===== src/rtl/mailbox_watchdog.sv =====
// Watchdog counter: counts enabled clocks since the last clear and flags expiry when the
// count sits at TIMEOUT_CYCLES-1 on an enabled, non-clearing edge.
module mailbox_watchdog #(
  parameter int unsigned TIMEOUT_CYCLES = 4096
) (
  input  logic ph2,
  input  logic resetb,
  input  logic clear,
  input  logic enable,
  output logic expire
);

  localparam int unsigned WD_W = (TIMEOUT_CYCLES > 1) ? $clog2(TIMEOUT_CYCLES) : 1;
  localparam logic [WD_W-1:0] LAST = WD_W'(TIMEOUT_CYCLES - 1);

  logic [WD_W-1:0] count_q, count_d;

  always_comb begin
    count_d = count_q;
    if (clear) begin
      count_d = '0;
    end else if (enable && (count_q != LAST)) begin
      count_d = count_q + 1'b1;
    end
  end

  // A clear on the same edge wins over expiry.
  assign expire = enable && !clear && (count_q == LAST);

  always_ff @(posedge ph2) begin
    if (!resetb) begin
      count_q <= '0;
    end else begin
      count_q <= count_d;
    end
  end

endmodule


===== config.mk =====
export PLATFORM = sky130hd
export DESIGN_NAME = mailbox_watchdog
export DESIGN_NICKNAME = d
export VERILOG_FILES = /design/src/rtl/mailbox_watchdog.sv
export SDC_FILE = /design/constraint.sdc
export NUM_CORES = 1
export LEC_CHECK = 0
export CAP_MARGIN = 20
export CORE_AREA = 2 2 39 41
export CTS_BUF_LIST = sky130_fd_sc_hd__clkbuf_2
export DETAILED_ROUTE_END_ITERATION = 16
export DIE_AREA = 0 0 41 43
export GPL_TIMING_DRIVEN = 0
export PLACE_DENSITY = 0.62
export SLEW_MARGIN = 20
export SYNTH_ARGS = -nofsm -noshare
export SYNTH_HDL_FRONTEND = slang
export SYNTH_SLANG_ARGS = --single-unit

===== constraint.sdc =====
create_clock -name ph2 -period 4.2 [get_ports ph2]
set_input_delay 0.84 -clock ph2 [delete_from_list [all_inputs] [get_ports ph2]]
set_output_delay 0.84 -clock ph2 [all_outputs]
set_load 0.01 [all_outputs]

==> metrics.txt <==
initial antenna violation count=0; Post-synth EDFFs=0; number of buffers added on ports=4; Syn-to-layout area delta=13.0%; crit-path leading delay family=buffers and inverters; layout cells sized above 1=0.141; VDD IR max=between 0.1 and 0.15 mV; core area=approximately 1400 um^2; vias in the first global route=476; most common cell in the netlist=dfxtp_1; DRC errors left=0; placer congestion estimate=just over 0.7; grt ovf=0; final-report hold violation count=0; worst path arrival time=approximately 2.4 ns; CP required=3.36 ns; min cycle time layout=3.26 ns; first-pass GRT wire length=around 2 mm; PwrDens=269 nW/um^2; DR iter-0 viols=19; Hold/Removal Path Class=reg2reg; status=complete, no violations; critical path, cell by cell=clkdlybuf4s50_1, nand3_1, nor4_1, clkdlybuf4s50_1; Worst-path clk slew=between 0.1 and 0.15 ns; largest net degree at the start of global routing=10; Die Width=41 um; crit-path max FO=6; Filler cells=146; slowest CP cell=clkdlybuf4s50_1; syn_area_per_cell=8.67 um^2; clock tree sinks=12; number of post-CTS setup repair buffers=0; Rows=14; die height=approximately 43 um; H-tree levels=1; sequential cell area fraction in the yosys report=0.396; ANT cells=0; CTS tree=yes; Clock Latency Late Sink=0.27 ns; nets@finish=84; Yosys top cell area share=0.396; Final TNS setup=0 ns; vias=between 500 and 600; CP Class=in2out; Yosys reg bits=12; Ys Warns=0; CP most frequent cell=clkdlybuf4s50_1; Buffers & Inverters on Critical Path=2; Ports=5; biggest regs=count_q (12); TritonCTS buffer count=3; wire per inst=12.4 um; Worst setup SP type=input port; Main synth FF type=dfxtp_1; clock root cell=clkbuf_2; Worst Hold Slack=~0.48 ns; post-synth top area cell=dfxtp_1; Post-synth top cells=12 x dfxtp_1, 8 x nor2_1, 7 x nand2_1, 5 x a31oi_1, 4 x a21oi_1; GRT Resource Usage Total=0.172; max reg flops=12; # setup viols final=0; CP Capture Type=primary output; Area after DPL=667 um^2; Slew @ Worst Pin=0.496 ns; drt first pass iters=4; Slew Viols, Final=0; top post-synthesis cells by area=dfxtp_1 40%, a31oi_1 5.2%, nor2_1 4.9%; Reg2Reg Setup Slack=2.52 ns; Max-Cap Viols=0; Yosys cell types=29; crit-path max cell delay=between 0.5 and 0.6 ns; initial core utilization=0.439; hpwl dp=between 800 and 900 um; Max-Slew Margin vs Limit=0.665; most flop-heavy register=count_q; mapped cell area=607 um^2; Final ANT Viol Nets=0; final worst path period share=0.776; Final Cell Area=686 um^2; asr flop ratio synth=0; Max Fclk=307 MHz; P_leak=0.000230 uW; final WL=1.17 mm; Synth Instances=70; clk buf depth=2; hold_buf cts=0; total die area=roughly 1800 um^2; drt via density=between 5 and 6; RSZ-0062 raised after global routing=false; worst clock skew=0.0106 ns; Post-Syn Nets=75; post-cts resize count=0
-- cell type report --
cell class	instances	area (um^2)	share of cell area
clock inverters	1	3.75	0.00547
multi-input cells	56	359	0.524
repair buffers	4	40.0	0.0584
inverters	1	3.75	0.00547
plain buffers	1	3.75	0.00547
clock buffers	3	15.0	0.0219
well taps	16	20.0	0.0292
flip-flops and latches	12	240	0.350
-- final timing paths --
kind,start,endpoint,depth (start not counted)
setup / recovery,enable,expire,4
hold / removal,count_q[1],count_q[1],2
setup reg to reg,count_q[0],count_q[2],5
hold reg to reg,count_q[1],count_q[1],2
-- per-stage QoR --
| stage | cells | worst slack [ns] | total power (uW) | util |
|---|---|---|---|---|
| after floorplan | 70 | 1.98 | 122 | - |
| after global placement | 90 | 0.907 | 127 | 0.482 |
| after detailed placement | 90 | 0.937 | 127 | 0.482 |
| after CTS | 94 | 0.931 | 187 | 0.495 |
| after global routing | 94 | 0.844 | 196 | 0.495 |
| final | 94 | 0.943 | 185 | 0.495 |
-- layout by cell type (no fill, tap or decap), types with 3 or more instances in the layout --
cell             count
a31oi_1              5
nand3_1              3
clkbuf_2             3
o21ai_0              3
a21oi_1              4
nor3_1               3
clkdlybuf4s50_1      4
nor2_1               8
nand2_1              7
dfxtp_1             12
-- worst register-to-register path, stage by stage, from the launching register on --
cell and delay (ns):
dfxtp_1 0.38, ha_1 0.23, nand2_1 0.11, or4_4 0.56, and4_4 0.22, nor3_2 0.14
-- layer usage --
metal  routed length, um  global-route usage  share of wire
met5                   0                   0              0
met4                  25               0.100          0.021
met3                  36              0.0785          0.031
met2                 498               0.231           0.43
met1                 609               0.216           0.52
-- kinds of logic (layout without fill, tap and decap cells) --
logic type / count (synthesis) / after routing / share of synthesized area
buf+inv: 2 / 10 / 0.0124
fa+ha+maj: 1 / 1 / 0.0206
flops: 12 / 12 / 0.396
simple gates: 36 / 36 / 0.355
compound gates: 17 / 17 / 0.186
mux: 1 / 1 / 0.0165
xor+xnor: 1 / 1 / 0.0144
-- power breakdown --
| group | switching [uW] | internal, uW | leakage (uW) |
|---|---|---|---|
| Clock | 39.4 | 20.7 | 0.0000140 |
| Combinational | 4.78 | 4.73 | 0.000119 |
| Sequential | 0.545 | 114 | 0.0000968 |
| Total | 44.7 | 140 | 0.000230 |
Note: power is estimated with default switching activity, not from simulation.
